[src/rtl/neuron_pkg.sv]
// Shared types and fixed-point helpers for the neuron training datapath.
// sat_shift works on a wide sign-extended product so any DATA_WIDTH up to 64 can reuse it.
package neuron_pkg;

    typedef enum logic [1:0] {
        IDLE    = 2'd0,
        COMPUTE = 2'd1,
        DONE    = 2'd2
    } state_t;

    localparam int SAT_W = 128;

    function automatic logic signed [SAT_W-1:0] sat_shift(
        input logic signed [SAT_W-1:0] p,
        input int                       shift,
        input int                       dw
    );
        logic signed [SAT_W-1:0] s;
        logic signed [SAT_W-1:0] hi;
        logic signed [SAT_W-1:0] lo;
        s  = p >>> shift;
        hi = (128'sd1 <<< (dw - 1)) - 128'sd1;
        lo = -(128'sd1 <<< (dw - 1));
        if (s > hi)
            return hi;
        else if (s < lo)
            return lo;
        else
            return s;
    endfunction

endpackage

[src/rtl/neuron_sat_mul.sv]
// Combinational signed multiply, arithmetic right shift and saturation to DATA_WIDTH.
module neuron_sat_mul
    import neuron_pkg::*;
#(
    parameter int DATA_WIDTH = 16,
    parameter int SHIFT      = 0
) (
    input  logic signed [DATA_WIDTH-1:0] a,
    input  logic signed [DATA_WIDTH-1:0] b,
    output logic signed [DATA_WIDTH-1:0] y
);

    logic signed [2*DATA_WIDTH-1:0] p;

    assign p = (2*DATA_WIDTH)'(a) * (2*DATA_WIDTH)'(b);
    assign y = DATA_WIDTH'(sat_shift(SAT_W'(p), SHIFT, DATA_WIDTH));

endmodule

[src/rtl/neuron_backprop.sv]
// Backward pass of the sequential MAC neuron: fans one error delta out into
// err_out[i] = delta*w[i] and grad_w[i] = delta*a[i], one index per cycle, then grad_b = delta.
module neuron_backprop
    import neuron_pkg::*;
#(
    parameter int INPUT_WIDTH = 3,
    parameter int DATA_WIDTH  = 16,
    parameter int SHIFT       = 0
) (
    input  logic                         clk,
    input  logic                         rst_n,
    input  logic signed [DATA_WIDTH-1:0] delta_in,
    input  logic signed [DATA_WIDTH-1:0] a_in [INPUT_WIDTH],
    input  logic signed [DATA_WIDTH-1:0] w_in [INPUT_WIDTH],
    input  logic                         valid_in,
    output logic                         busy,
    output logic signed [DATA_WIDTH-1:0] err_out [INPUT_WIDTH],
    output logic signed [DATA_WIDTH-1:0] grad_w [INPUT_WIDTH],
    output logic signed [DATA_WIDTH-1:0] grad_b,
    output logic                         valid_out
);

    localparam int              IDX_W    = $clog2(INPUT_WIDTH) + 1;
    localparam logic [IDX_W-1:0] LAST_IDX = IDX_W'(INPUT_WIDTH - 1);

    state_t                        state;
    logic [IDX_W-1:0]              idx;
    logic signed [DATA_WIDTH-1:0]  delta_p0;
    logic signed [DATA_WIDTH-1:0]  a_p0 [INPUT_WIDTH];
    logic signed [DATA_WIDTH-1:0]  w_p0 [INPUT_WIDTH];
    logic signed [DATA_WIDTH-1:0]  a_sel;
    logic signed [DATA_WIDTH-1:0]  w_sel;
    logic signed [DATA_WIDTH-1:0]  err_val;
    logic signed [DATA_WIDTH-1:0]  grad_val;

    // Operand select by comparison keeps the index width independent of the array bounds.
    always_comb begin
        a_sel = '0;
        w_sel = '0;
        for (int i = 0; i < INPUT_WIDTH; i++) begin
            if (idx == IDX_W'(i)) begin
                a_sel = a_p0[i];
                w_sel = w_p0[i];
            end
        end
    end

    neuron_sat_mul #(.DATA_WIDTH(DATA_WIDTH), .SHIFT(SHIFT)) u_mul_w (
        .a (delta_p0),
        .b (w_sel),
        .y (err_val)
    );

    neuron_sat_mul #(.DATA_WIDTH(DATA_WIDTH), .SHIFT(SHIFT)) u_mul_a (
        .a (delta_p0),
        .b (a_sel),
        .y (grad_val)
    );

    // p0: capture stage; results written one index per edge in COMPUTE
    always_ff @(posedge clk) begin
        if (!rst_n) begin
            state     <= IDLE;
            idx       <= '0;
            busy      <= 1'b0;
            valid_out <= 1'b0;
            grad_b    <= '0;
            delta_p0  <= '0;
            for (int i = 0; i < INPUT_WIDTH; i++) begin
                a_p0[i]    <= '0;
                w_p0[i]    <= '0;
                err_out[i] <= '0;
                grad_w[i]  <= '0;
            end
        end else begin
            valid_out <= 1'b0;
            case (state)
                IDLE: begin
                    if (valid_in) begin
                        delta_p0 <= delta_in;
                        for (int i = 0; i < INPUT_WIDTH; i++) begin
                            a_p0[i] <= a_in[i];
                            w_p0[i] <= w_in[i];
                        end
                        idx   <= '0;
                        busy  <= 1'b1;
                        state <= COMPUTE;
                    end
                end
                COMPUTE: begin
                    for (int i = 0; i < INPUT_WIDTH; i++) begin
                        if (idx == IDX_W'(i)) begin
                            err_out[i] <= err_val;
                            grad_w[i]  <= grad_val;
                        end
                    end
                    idx <= idx + IDX_W'(1);
                    if (idx == LAST_IDX)
                        state <= DONE;
                end
                DONE: begin
                    grad_b    <= delta_p0;
                    valid_out <= 1'b1;
                    idx       <= '0;
                    busy      <= 1'b0;
                    state     <= IDLE;
                end
                default: begin
                    idx   <= '0;
                    busy  <= 1'b0;
                    state <= IDLE;
                end
            endcase
        end
    end

endmodule

[config.mk]
export PLATFORM = sky130hd
export DESIGN_NAME = neuron_backprop
export DESIGN_NICKNAME = d
export VERILOG_FILES = /design/src/rtl/neuron_pkg.sv /design/src/rtl/neuron_sat_mul.sv /design/src/rtl/neuron_backprop.sv
export SDC_FILE = /design/constraint.sdc
export NUM_CORES = 2
export LEC_CHECK = 0
export ABC_AREA = 1
export CORE_UTILIZATION = 35
export CTS_CLUSTER_DIAMETER = 200
export DETAILED_ROUTE_END_ITERATION = 16
export PLACE_DENSITY_LB_ADDON = 0.2
export SLEW_MARGIN = 20
export SYNTH_ARGS = -nofsm -noshare
export SYNTH_HDL_FRONTEND = slang
export SYNTH_SLANG_ARGS = --single-unit
[constraint.sdc]
create_clock -name clk -period 7.2 [get_ports clk]
set_input_delay 1.44 -clock clk [delete_from_list [all_inputs] [get_ports clk]]
set_output_delay 1.44 -clock clk [all_outputs]
set_load 0.03 [all_outputs]
==> metrics.md <==
| Metric | Value |
|---|---|
| Status | `complete, but fails checks` |
| Failing checks | `negative setup slack` |
| Initial antenna violation count | `0` |
| Placed insts | `5,773` |
| Slowest Stage Delay on Critical Path | `slightly below 600 ps` |
| Post-synthesis compound-gate area fraction | `about 2.7%` |
| Lkg Pwr | `between 0.02 and 0.025 uW` |
| Post-Route Utilization | `between 40% and 50%` |
| Final worst-path cycle share | `101%` |
| GRT Total Usage | `22.4%` |
| Final critical-path setup slack | `-106 ps` |
| Initial core utilization | `between 30 and 40%` |
| Clk slew on worst S/H paths | `60 ps` |
| Total number of vias | `around 27,000` |
| Clk_skew | `around 20 ps` |
| Core area | `about 90,000 um2` |
| Least-Margin Pin Slew | `roughly 1100 ps` |
| Placer congestion estimate | `a little over 0.9` |
| GRT overflow | `0` |
| Largest net degree at the start of global routing | `91` |
| Syn avg cell area | `roughly 7.6 um2` |
| Vias in the first global route | `about 28,000` |
| Sw Pwr | `~6000 uW` |
| R2r startpoint | `idx[0]` |
| Vias per cell | `approximately 4.6` |
| CP Capture Point | `err_out[16]` |
| Async set-reset flop share out of synthesis | `0%` |
| WHS | `499 ps` |
| Sw Share | `around 48%` |
| Number of synthesized register bits | `231` |
| Die span in y | `between 300 and 400 um` |
| Largest family of logic cells by synthesized area | `adder cells` |
| HP Start | `state[1]` |
| Multi-input gate area | `23,200 um2` |
| Final Setup Violations | `84` |
| Fraction of layout cells with a size suffix above 1 | `between 10% and 20%` |
| Routed WL | `slightly above 100 mm` |
| WP data required | `7720 ps` |
| Slowest cell on crit path | `fa_1` |
| Distinct cells, synth | `39` |
| Skew-Pair Late Insertion Delay | `630 ps` |
| Antenna-violating nets left | `0` |
| Critical path origin | `idx[0]` |
| Avg WL per Cell | `17.2 um` |
| Clk root buf | `clkbuf_16` |
| Post-DP HPWL | `82.0 mm` |
| Clock buffer depth | `3` |
| Num CTS Buffers | `31` |
| Internal power | `6720 uW` |
| Tmin final | `around 7300 ps` |
| Non-filler cells, final | `5,901` |
| Maximum clock frequency | `between 0.1 and 0.15 GHz` |
| Max-slew violation count | `0` |
| Startpoint types | `flop` |
| CP endpoint kind | `flop` |
| Number of synthesized flops with an enable pin | `96` |
| Synthesis-to-finish area growth | `32.3%` |
| Num ports | `229` |
| Commonest cells in the synthesized netlist | `1,028 x inv_1, 869 x nand2_1, 659 x nor2_1` |
| Yosys top cell area share | `33.4%` |
| First-pass GRT wire length | `around 160 mm` |
| Sinks on Clock Net | `231` |
| Largest area contributor in the netlist | `fa_1` |
| Htree depth | `1` |
| Row count | `~110` |
| R2R cell count | `40` |
| Ranking of synthesized cells by area | `fa_1 33%, inv_1 12%, nand2_1 10%, edfxtp_1 9.2%, dfxtp_1 8.6%` |
| Power per standard cell area | `slightly above 300 nW/um2` |
| Syn_nets | `4,965` |
| Register area share after synthesis | `between 10% and 20%` |
| Worst slack, placed | `-469 ps` |
| First-pass DRT Iterations | `14` |
| Mapped Cells | `4,158` |
| Post-synth top flop | `dfxtp_1` |
| CTS tree | `built` |
| FF-to-FF End | `err_out[16]` |
| Area share of fa/ha/maj cells after synthesis | `between 40% and 50%` |
| Finished Cell Area | `41,600 um2` |
| Area after DPL | `around 38,000 um2` |
| XOR/XNOR share of the synthesized area | `less than 1%` |
| DRC | `0` |
| YS warnings | `0` |
| WP data arrival | `7820 ps` |
| Register area | `around 5600 um2` |
| IO buf count | `228` |
| Worst slew margin | `between 20% and 30%` |
| RSZ-0062 raised after global routing | `true` |
| Flop pwr share | `approximately 12%` |
| Worst Path Class, Setup | `reg -> reg` |
| R2R Setup Slk | `-110 ps` |
| # fillers | `around 8,800` |
| VDD IR-drop max | `0.000213 V` |
| Clock network power share | `12.9%` |
| Initial DRC Count | `approximately 1,400` |
| Die Area | `between 90,000 and 100,000 um2` |
| Crit Path Max Fanout | `8` |
| Endpoints failing hold | `0` |
| Post-synthesis mux area share | `0%` |
| Logic pwr share | `between 70 and 80%` |
| Mapped cell area | `31,400 um2` |
| Layout Nets | `around 5,500` |
| Simple-Gate Fraction of Synth Area | `24.3%` |
| Antenna diodes | `0` |
| Die width | `302 um` |
| Hold/Removal Path Class | `reg -> reg` |
| Most common cell in the netlist | `inv_1` |
| Max_cap viols | `0` |
per-layer routing:
metal  share of wire, %  global-route usage, %  wire (um)  vias up
li1                   -                      -          -    13269
met1                 44                   29.9      44500    13295
met2                 48                   38.3      48600      690
met3                5.2                   2.49       5320      155
met4                3.2                   6.17       3230        0
met5                  0                      0          0        -
power groups by stage:
stage	registers [uW]	clock network [uW]	logic, uW
6_report	1560	1660	9610
5_1_grt	1570	1750	10600
4_1_cts	1550	1700	8720
3_5_place_dp	1580	0	7750
3_3_place_gp	1580	0	7740
2_1_floorplan	1670	0	4420
logic make-up after synthesis:
| group | count (synthesis) |
|---|---|
| adders and majority gates | 692 |
| buffers and inverters | 1190 |
| xor gates and xnor gates | 25 |
| and+or+nand+nor | 1867 |
| AOI/OAI and AO/OA | 153 |
| DFF | 231 |
how the worst min path moves through the flow:
stage | endpoint | slack [ps] | depth (start not counted)
CTS | busy | 510 | 1
floorplan | idx[0] | 460 | 1
global placement | err_out[47] | 480 | 2
finish | busy | 500 | 1
global route | busy | 530 | 1
detailed placement | busy | 500 | 1
sequential cells by signal, indices dropped and copies added (netlist names):
register and flops:
a_p0 48, busy 1, delta_p0 16, err_out 48
grad_b 16, grad_w 48, idx 3, state 2
valid_out 1, w_p0 48
cell usage in the layout, fill, tap and decap left out, types with 27 or more instances in the layout:
cell / count
a21oi_1: 30
a21oi_2: 27
buf_4: 346
buf_6: 48
clkbuf_16: 39
clkdlybuf4s50_1: 227
dfxtp_1: 132
edfxtp_1: 96
fa_1: 504
ha_1: 125
ha_4: 40
inv_1: 976
inv_2: 46
nand2_1: 765
nand2_2: 91
nand2_4: 27
nand3_1: 201
nand3_2: 40
nand4_1: 40
nor2_1: 607
nor2_2: 30
nor2_4: 33
metrics by stage:
stage	total power, uW	TNS, ps
floorplan	6090	0
global placement	9320	-35370
detailed placement	9320	-34450
CTS	12000	-8160
global route	13900	-37390
finish	12800	-3440
what timing repair did:
action                                  in CTS  in global routing
gates cloned                                 3                 14
setup buffers                               19                 42
pin swaps                                   62                122
hold endpoints to repair                     0                  0
hold buffers                                 0                  0
gates resized for setup                    201                365
endpoints found under the setup margin      96                 96
layout make-up:
cell class	count	share of cell area (%)
Tap cell	1165	3.50
Multi-Input combinational cell	2737	55.7
Inverter	1041	9.50
Sequential cell	231	13.4
Timing Repair Buffer	670	15.3
Clock buffer	34	1.92
Clock inverter	23	0.686
worst max-delay path, delay by kind of cell, from the launching register on:
family          cells  cell delay, ps
compound gates      1              60
fa+ha+maj           8            3660
buf+inv            13            1260
flops               1             360
simple gates       18            1820
No activity file was read; power rests on OpenSTA's default activity.
